$ cat config.mk
export PLATFORM = sky130hd
export DESIGN_NAME = ama_riscv_pipe_ctrl
export DESIGN_NICKNAME = d
export VERILOG_FILES = /design/src/rtl/ama_riscv_pipe_ctrl.sv
export SDC_FILE = /design/constraint.sdc
export NUM_CORES = 1
export LEC_CHECK = 0
export BUFFER_PORTS_ARGS = -buffer_cell sky130_fd_sc_hd__buf_2
export CAP_MARGIN = 20
export CELL_PAD_IN_SITES_DETAIL_PLACEMENT = 1
export CELL_PAD_IN_SITES_GLOBAL_PLACEMENT = 1
export CORE_ASPECT_RATIO = 1.75
export CORE_MARGIN = 3
export CORE_UTILIZATION = 37
export DETAILED_ROUTE_END_ITERATION = 8
export PLACE_DENSITY = 0.8
export SYNTH_ARGS = -nofsm -noshare
export SYNTH_HDL_FRONTEND = slang
export SYNTH_SLANG_ARGS = --single-unit
$ cat constraint.sdc
create_clock -name clk -period 3.2 [get_ports clk]
set_input_delay 0.48 -clock clk [delete_from_list [all_inputs] [get_ports clk]]
set_output_delay 0.48 -clock clk [all_outputs]
set_load 0.02 [all_outputs]
$ cat src/rtl/ama_riscv_pipe_ctrl.sv
// Pipeline control for the 5-stage AMA-RISCV core: boot/fill sequencing, load-use
// bubbles, redirect flushes, memory freezes and saturating stall/flush counters.
module ama_riscv_pipe_ctrl #(
  parameter int CNT_W = 16
) (
  input  logic             clk,
  input  logic             rst,
  input  logic [4:0]       id_rs1,
  input  logic [4:0]       id_rs2,
  input  logic             id_rs1_used,
  input  logic             id_rs2_used,
  input  logic             ex_load,
  input  logic [4:0]       ex_rd,
  input  logic             ex_redirect,
  input  logic             mem_busy,
  input  logic             cnt_clr,
  output logic             stall_if,
  output logic             stall_id,
  output logic             stall_ex,
  output logic             stall_mem,
  output logic             clear_id,
  output logic             clear_ex,
  output logic             clear_mem,
  output logic             pc_we,
  output logic             start_pc,
  output logic             imem_en,
  output logic             running,
  output logic [CNT_W-1:0] stall_cnt,
  output logic [CNT_W-1:0] flush_cnt
);

  typedef enum logic [2:0] {
    ST_RST   = 3'd0,
    ST_BOOT  = 3'd1,
    ST_FILL1 = 3'd2,
    ST_FILL2 = 3'd3,
    ST_RUN   = 3'd4
  } state_t;

  state_t           state_r;
  state_t           state_nxt_s;
  logic             hazard_s;
  logic             stall_inc_s;
  logic             flush_inc_s;
  logic [CNT_W-1:0] stall_cnt_r;
  logic [CNT_W-1:0] flush_cnt_r;

  // x0 is hardwired to zero, so a load targeting it never creates a dependency
  assign hazard_s = ex_load & (ex_rd != 5'd0) &
                    ((id_rs1_used & (id_rs1 == ex_rd)) | (id_rs2_used & (id_rs2 == ex_rd)));

  // State register
  always_ff @(posedge clk or posedge rst) begin
    if (rst) begin
      state_r <= ST_RST;
    end else begin
      state_r <= state_nxt_s;
    end
  end

  // Next-state logic
  always_comb begin
    state_nxt_s = ST_RST;
    case (state_r)
      ST_RST:   state_nxt_s = ST_BOOT;
      ST_BOOT:  state_nxt_s = ST_FILL1;
      ST_FILL1: state_nxt_s = ST_FILL2;
      ST_FILL2: state_nxt_s = ST_RUN;
      ST_RUN:   state_nxt_s = ST_RUN;
      default:  state_nxt_s = ST_RST;
    endcase
  end

  // Stage control outputs; RUN resolves freeze > flush > load-use > advance
  always_comb begin
    stall_if    = 1'b0;
    stall_id    = 1'b0;
    stall_ex    = 1'b0;
    stall_mem   = 1'b0;
    clear_id    = 1'b0;
    clear_ex    = 1'b0;
    clear_mem   = 1'b0;
    pc_we       = 1'b0;
    start_pc    = 1'b0;
    imem_en     = 1'b0;
    stall_inc_s = 1'b0;
    flush_inc_s = 1'b0;
    case (state_r)
      ST_BOOT: begin
        start_pc  = 1'b1;
        pc_we     = 1'b1;
        imem_en   = 1'b1;
        clear_id  = 1'b1;
        clear_ex  = 1'b1;
        clear_mem = 1'b1;
      end
      ST_FILL1: begin
        pc_we     = 1'b1;
        imem_en   = 1'b1;
        clear_ex  = 1'b1;
        clear_mem = 1'b1;
      end
      ST_FILL2: begin
        pc_we     = 1'b1;
        imem_en   = 1'b1;
        clear_mem = 1'b1;
      end
      ST_RUN: begin
        if (mem_busy) begin
          stall_if    = 1'b1;
          stall_id    = 1'b1;
          stall_ex    = 1'b1;
          stall_mem   = 1'b1;
          stall_inc_s = 1'b1;
        end else if (ex_redirect) begin
          clear_id    = 1'b1;
          clear_ex    = 1'b1;
          pc_we       = 1'b1;
          imem_en     = 1'b1;
          flush_inc_s = 1'b1;
        end else if (hazard_s) begin
          stall_if    = 1'b1;
          stall_id    = 1'b1;
          clear_ex    = 1'b1;
          stall_inc_s = 1'b1;
        end else begin
          pc_we       = 1'b1;
          imem_en     = 1'b1;
        end
      end
      default: begin
        stall_if  = 1'b1;
        stall_id  = 1'b1;
        stall_ex  = 1'b1;
        stall_mem = 1'b1;
        clear_id  = 1'b1;
        clear_ex  = 1'b1;
        clear_mem = 1'b1;
      end
    endcase
  end

  // Saturating event counters; cnt_clr overrides a same-cycle increment
  always_ff @(posedge clk or posedge rst) begin
    if (rst) begin
      stall_cnt_r <= {CNT_W{1'b0}};
      flush_cnt_r <= {CNT_W{1'b0}};
    end else if (cnt_clr) begin
      stall_cnt_r <= {CNT_W{1'b0}};
      flush_cnt_r <= {CNT_W{1'b0}};
    end else begin
      if (stall_inc_s && (stall_cnt_r != {CNT_W{1'b1}})) begin
        stall_cnt_r <= stall_cnt_r + {{(CNT_W-1){1'b0}}, 1'b1};
      end else begin
        stall_cnt_r <= stall_cnt_r;
      end
      if (flush_inc_s && (flush_cnt_r != {CNT_W{1'b1}})) begin
        flush_cnt_r <= flush_cnt_r + {{(CNT_W-1){1'b0}}, 1'b1};
      end else begin
        flush_cnt_r <= flush_cnt_r;
      end
    end
  end

  assign running   = (state_r == ST_RUN);
  assign stall_cnt = stall_cnt_r;
  assign flush_cnt = flush_cnt_r;

endmodule

Word-level counts from Yosys, hierarchy flattened --
Index checks and enable logic that the tools add are counted.
Operators by class: $add $sub $neg 2, eq/ne operators 8, multiplexer cells 25, bitwise operators 5, reduce and logical (&&, ||, !) cells 9
Operators with widths (number):
- 16-bit 2-to-1 mux | 4
- 16-bit by 1-bit adder with 16-bit output, second input constant | 2
- 16-bit != test, second input constant | 2
- 1-bit 2-to-1 mux | 15
- 3-bit one-hot mux with 4 select lines | 1
- 5-bit == test | 2
- 1-bit one-hot mux with 2 select lines | 5
- 3-bit by 2-bit == test with 1-bit output, second input constant | 2
- 5-bit nonzero test | 1
- 1-bit AND | 4
- 2-bit nonzero test | 2
- 2-bit OR reduction | 2
- 3-bit by 1-bit == test with 1-bit output, second input constant | 1
- 3-bit == test, second input constant | 1
- 3-bit zero test | 1
- 3-bit OR reduction | 1
- 1-bit logical AND | 2
- 1-bit bitwise OR | 1
Word-level totals: register bits 35, input port bits 23, output and inout bits 43, word-level logic and storage cells 52

Depth between registers and ports, before layout --
word-level depth 11, depth in mapped cells 9, mapped depth without buffers 8

Worst setup path after synthesis --
OpenSTA, ideal clock, no wires.
path kind input port to output port, start point input ex_rd[1], end point output stall_if, arrival 2.472 ns, required time 2.720 ns, setup slack 0.248 ns, cell stages on the path 8, path buffers 3, cells stage by stage or4_1 -> o21ai_1 -> o31a_1 -> buf_6 -> clkbuf_1 -> a21o_1 -> inv_1 -> buf_4
Between the ends: longest elaborated chain between the ends 8, elaborated cells between the ends (all ways) 12, classes of those cells eq/ne (2); mux (4); bitwise (5); reduce/logical (1)
Ends and longest elaborated chain:
- start, declared | RTL line 13 | input logic [4:0] ex_rd,
- 5-bit == test | RTL line 50 | ((id_rs1_used & (id_rs1 == ex_rd)) | (id_rs2_used & (id_rs2 == ex_rd)));
- 1-bit AND | RTL line 50
- 1-bit bitwise OR | RTL line 50
- 1-bit AND * | RTL line 49 | assign hazard_s = ex_load & (ex_rd != 5'd0) &
- 1-bit 2-to-1 mux * (3 in series)
- 1-bit one-hot mux with 2 select lines *
- end, declared | RTL line 17 | output logic stall_if,
Every way passes the cells marked *; elsewhere a longest branch is shown, timed or not.

Worst setup path in the final report --
start point input ex_rd[1], end point output stall_if
Between the ends: longest elaborated chain between the ends 8, elaborated cells between the ends (all ways) 12, classes of those cells eq/ne (2); mux (4); bitwise (5); reduce/logical (1)
Ends and longest elaborated chain:
- 5-bit == test | RTL line 50
- 1-bit AND | RTL line 50
- 1-bit bitwise OR | RTL line 50
- 1-bit AND * | RTL line 49
- 1-bit 2-to-1 mux * | RTL line 121 | end else if (hazard_s) begin
- 1-bit 2-to-1 mux * | RTL line 115 | end else if (ex_redirect) begin
- 1-bit 2-to-1 mux * | RTL line 109 | if (mem_busy) begin
- 1-bit one-hot mux with 2 select lines * | RTL line 88 | case (state_r)
Marks and branches as above.

==> flow_summary.ini <==
[clock_tree]
cts_tree = yes
cts-root-buf = clkbuf_8
holdBufCountCts = 0
cts_buffer_depth = 2
insertion_delay_ns = 0.29
htree_levels = 2
post_cts_buffers = 0
cts-resized-gates = 0
clkTransAtPathRegs_ns = 0.07
clkSinkCount = 35
numCtsBuffers = 5

[timing]
worst_slew_pin_slew_ns = 0.6765
fmax_ghz = 0.3743
hold_slack_ns = 0.2812
clock_skew_ns = 0.01008
hold_viol_final = 0
max_slew_margin = 0.5490
final.min_clock_period_ns = 2.671
rsz0062_at_grt = no
finalSetupViolCount = 0
fin_setup_tns_ns = 0
min_period_over_period = 0.8348
drv_slew = 0

[layout]
finalNetCount = 318
drive_above_1_share = 0.2619
synthToLayoutAreaGrowth_pct = 21.92
antennaDiodeCount = 0
fin_util = 0.4741
stdcell_area_sq_um = 2554

[worst_setup_path]
cp_max_fo = 25
reg2reg_slack_ns = 0.69
cp_common_cell = buf_2
end_kind = output pin
worst_ep_required_time_ns = 2.72
slowest_stage = or4_1
cp.arrival_ns = 2.19
start_kind = primary input
slowest_delay_ns = 0.54
worstPathCellList = buf_2 -> or4_1 -> o21ai_1 -> o31a_1 -> buf_4 -> a21o_1 -> inv_1 -> buf_2
path_class = in -> out

[routing]
wire_per_inst_microns = 16.06
vias = 2025
viasPerCell = 5.503
ant_nets = 0
first_iter_violations = 99
first_pass_iters = 4
drc_errors = 0
drt-total-wl_mm = 5.909

[place]
placed_cell_area_sq_um = 2459
dp_hpwl_mm = 4.408
place_congestion = 0.7752
port_buffers = 65

[synth]
synthTopCellsByCount = 35 x dfrtp_1, 22 x nor2_1, 18 x a21oi_1
syn_avg_cell_area_sq_um = 8.989
synthArstFlopShare = 1.000
ys_warn_count = 0
ys_seq_area_frac = 0.4182
synth_edf_count = 0
yosysMostFrequentCell = dfrtp_1
synthFlopType = dfrtp_1
synth_cell_type_count = 40
synth_fp_nets = 258
yosys.area.top_type_share = 0.4182
synthTopCellsByArea = dfrtp_1 42%, xor2_1 7.1%, a21oi_1 4.3%
synth_area_sq_um = 2095
synth_top_area_cell = dfrtp_1
postSynthCellCount = 233
synth_seq_cells = 35

[global_route]
grt_overflow = 0
grt_max_degree = 36
antenna_found_initial = 0
first_global_vias = 2123
grtUsageTotal = 0.1839
grt_first_pass_wirelength_mm = 9.915

[die]
die_h_microns = 105.5
ios = 66
dieArea_sq_um = 6635
initial_core_util = 0.3889
die_x_microns = 62.88
rows = 35
coreArea_sq_um = 5386

[flow_run]
drv_cap = 0

[pwr]
powerDensity_nw_per_um2 = 347.8
p_leak_uw = 0.001203
ir_drop_mv = 0.2914

[status]
outcome = finished, final reports clean

[worst_hold_path]
min_path_type = in -> async
-- where the power goes --
group | switching (uW) | total [uW] | internal, uW
Clock | 166 | 342 | 176
Sequential | 3.99 | 449 | 445
Combinational | 62.2 | 96.4 | 34.1
Total | 232 | 888 | 656
-- worst max-delay path: cells and delay by family --
kind | cells | cell delay, ns
buffers and inverters | 4 | 0.56
AO/OA/AOI/OAI | 3 | 0.60
AND/OR/NAND/NOR | 1 | 0.54
-- final timing paths --
| kind | startpoint | to | cells after the start |
|---|---|---|---|
| min in group clk | state_r[0]$_DFF_PP0_ | state_r[0]$_DFF_PP0_ | 1 |
| max in group asynchronous | rst | stall_cnt[13]$_DFFE_PP0P_ | 3 |
| setup reg to reg | stall_cnt[2]$_DFFE_PP0P_ | stall_cnt[14]$_DFFE_PP0P_ | 6 |
| hold / removal | rst | state_r[1]$_DFF_PP0_ | 3 |
| hold reg to reg | state_r[0]$_DFF_PP0_ | state_r[0]$_DFF_PP0_ | 1 |
| setup / recovery | ex_rd[1] | stall_if | 8 |
-- cell families (layout without fill, tap and decap cells) --
| kind of cell | Yosys count | count (layout) | synth area share |
|---|---|---|---|
| flip-flops | 35 | 35 | 0.4182 |
| buffers and inverters | 23 | 84 | 0.05077 |
| AND/OR/NAND/NOR | 101 | 101 | 0.2664 |
| XOR/XNOR | 23 | 23 | 0.09618 |
| multiplexers | 3 | 3 | 0.01553 |
| AO/OA/AOI/OAI | 46 | 46 | 0.1410 |
| adder cells (fa/ha/maj) | 2 | 2 | 0.01195 |
-- state kept, by name, summed over array words and instances, names as in the netlist --
signal and flops:
state_r 3, stall_cnt 16, flush_cnt 16
-- through the flow --
| stage | total power [uW] | std cells | setup slack (ns) |
|---|---|---|---|
| floorplan | 518.8 | 233 | 0.2477 |
| global route | 929.5 | 368 | 0.3758 |
| CTS | 900.9 | 368 | 0.5267 |
| detailed placement | 556.2 | 360 | 0.5343 |
| finish | 888.1 | 368 | 0.5285 |
| global placement | 554.2 | 360 | 0.5543 |
-- final cells by class --
class,count,area (sq um)
Clock buffer,7,86.33
Clock inverter,1,8.758
Fill cell,678,2833
Inverter,8,30.03
Multi-Input combinational cell,175,1112
Sequential cell,35,875.8
Tap cell,74,92.59
Timing Repair Buffer,68,347.8
-- per-layer routing --
| layer | GRT usage | wire length (microns) | vias to the layer above |
|---|---|---|---|
| met3 | 0.03092 | 187 | 12 |
| met1 | 0.1868 | 2189 | 1004 |
| met5 | 0 | 0 | - |
| met4 | 0.07425 | 134 | 0 |
| met2 | 0.3583 | 3397 | 37 |
| li1 | - | - | 972 |
-- cells in the final DEF, fill, tap and decap left out, drive strengths merged, types with 3 or more instances in the layout --
cell,instances
nand2,13
nand3,10
nor2,22
or3,4
or4,10
a21oi,18
and3,7
dfrtp,35
and2,5
nand4,10
o31ai,10
and4,5
xnor2,6
buf,68
nor3,4
nor4,3
o21ai,8
nor2b,3
xor2,17
clkbuf,7
inv,8
(Power assumes the default switching activity.)
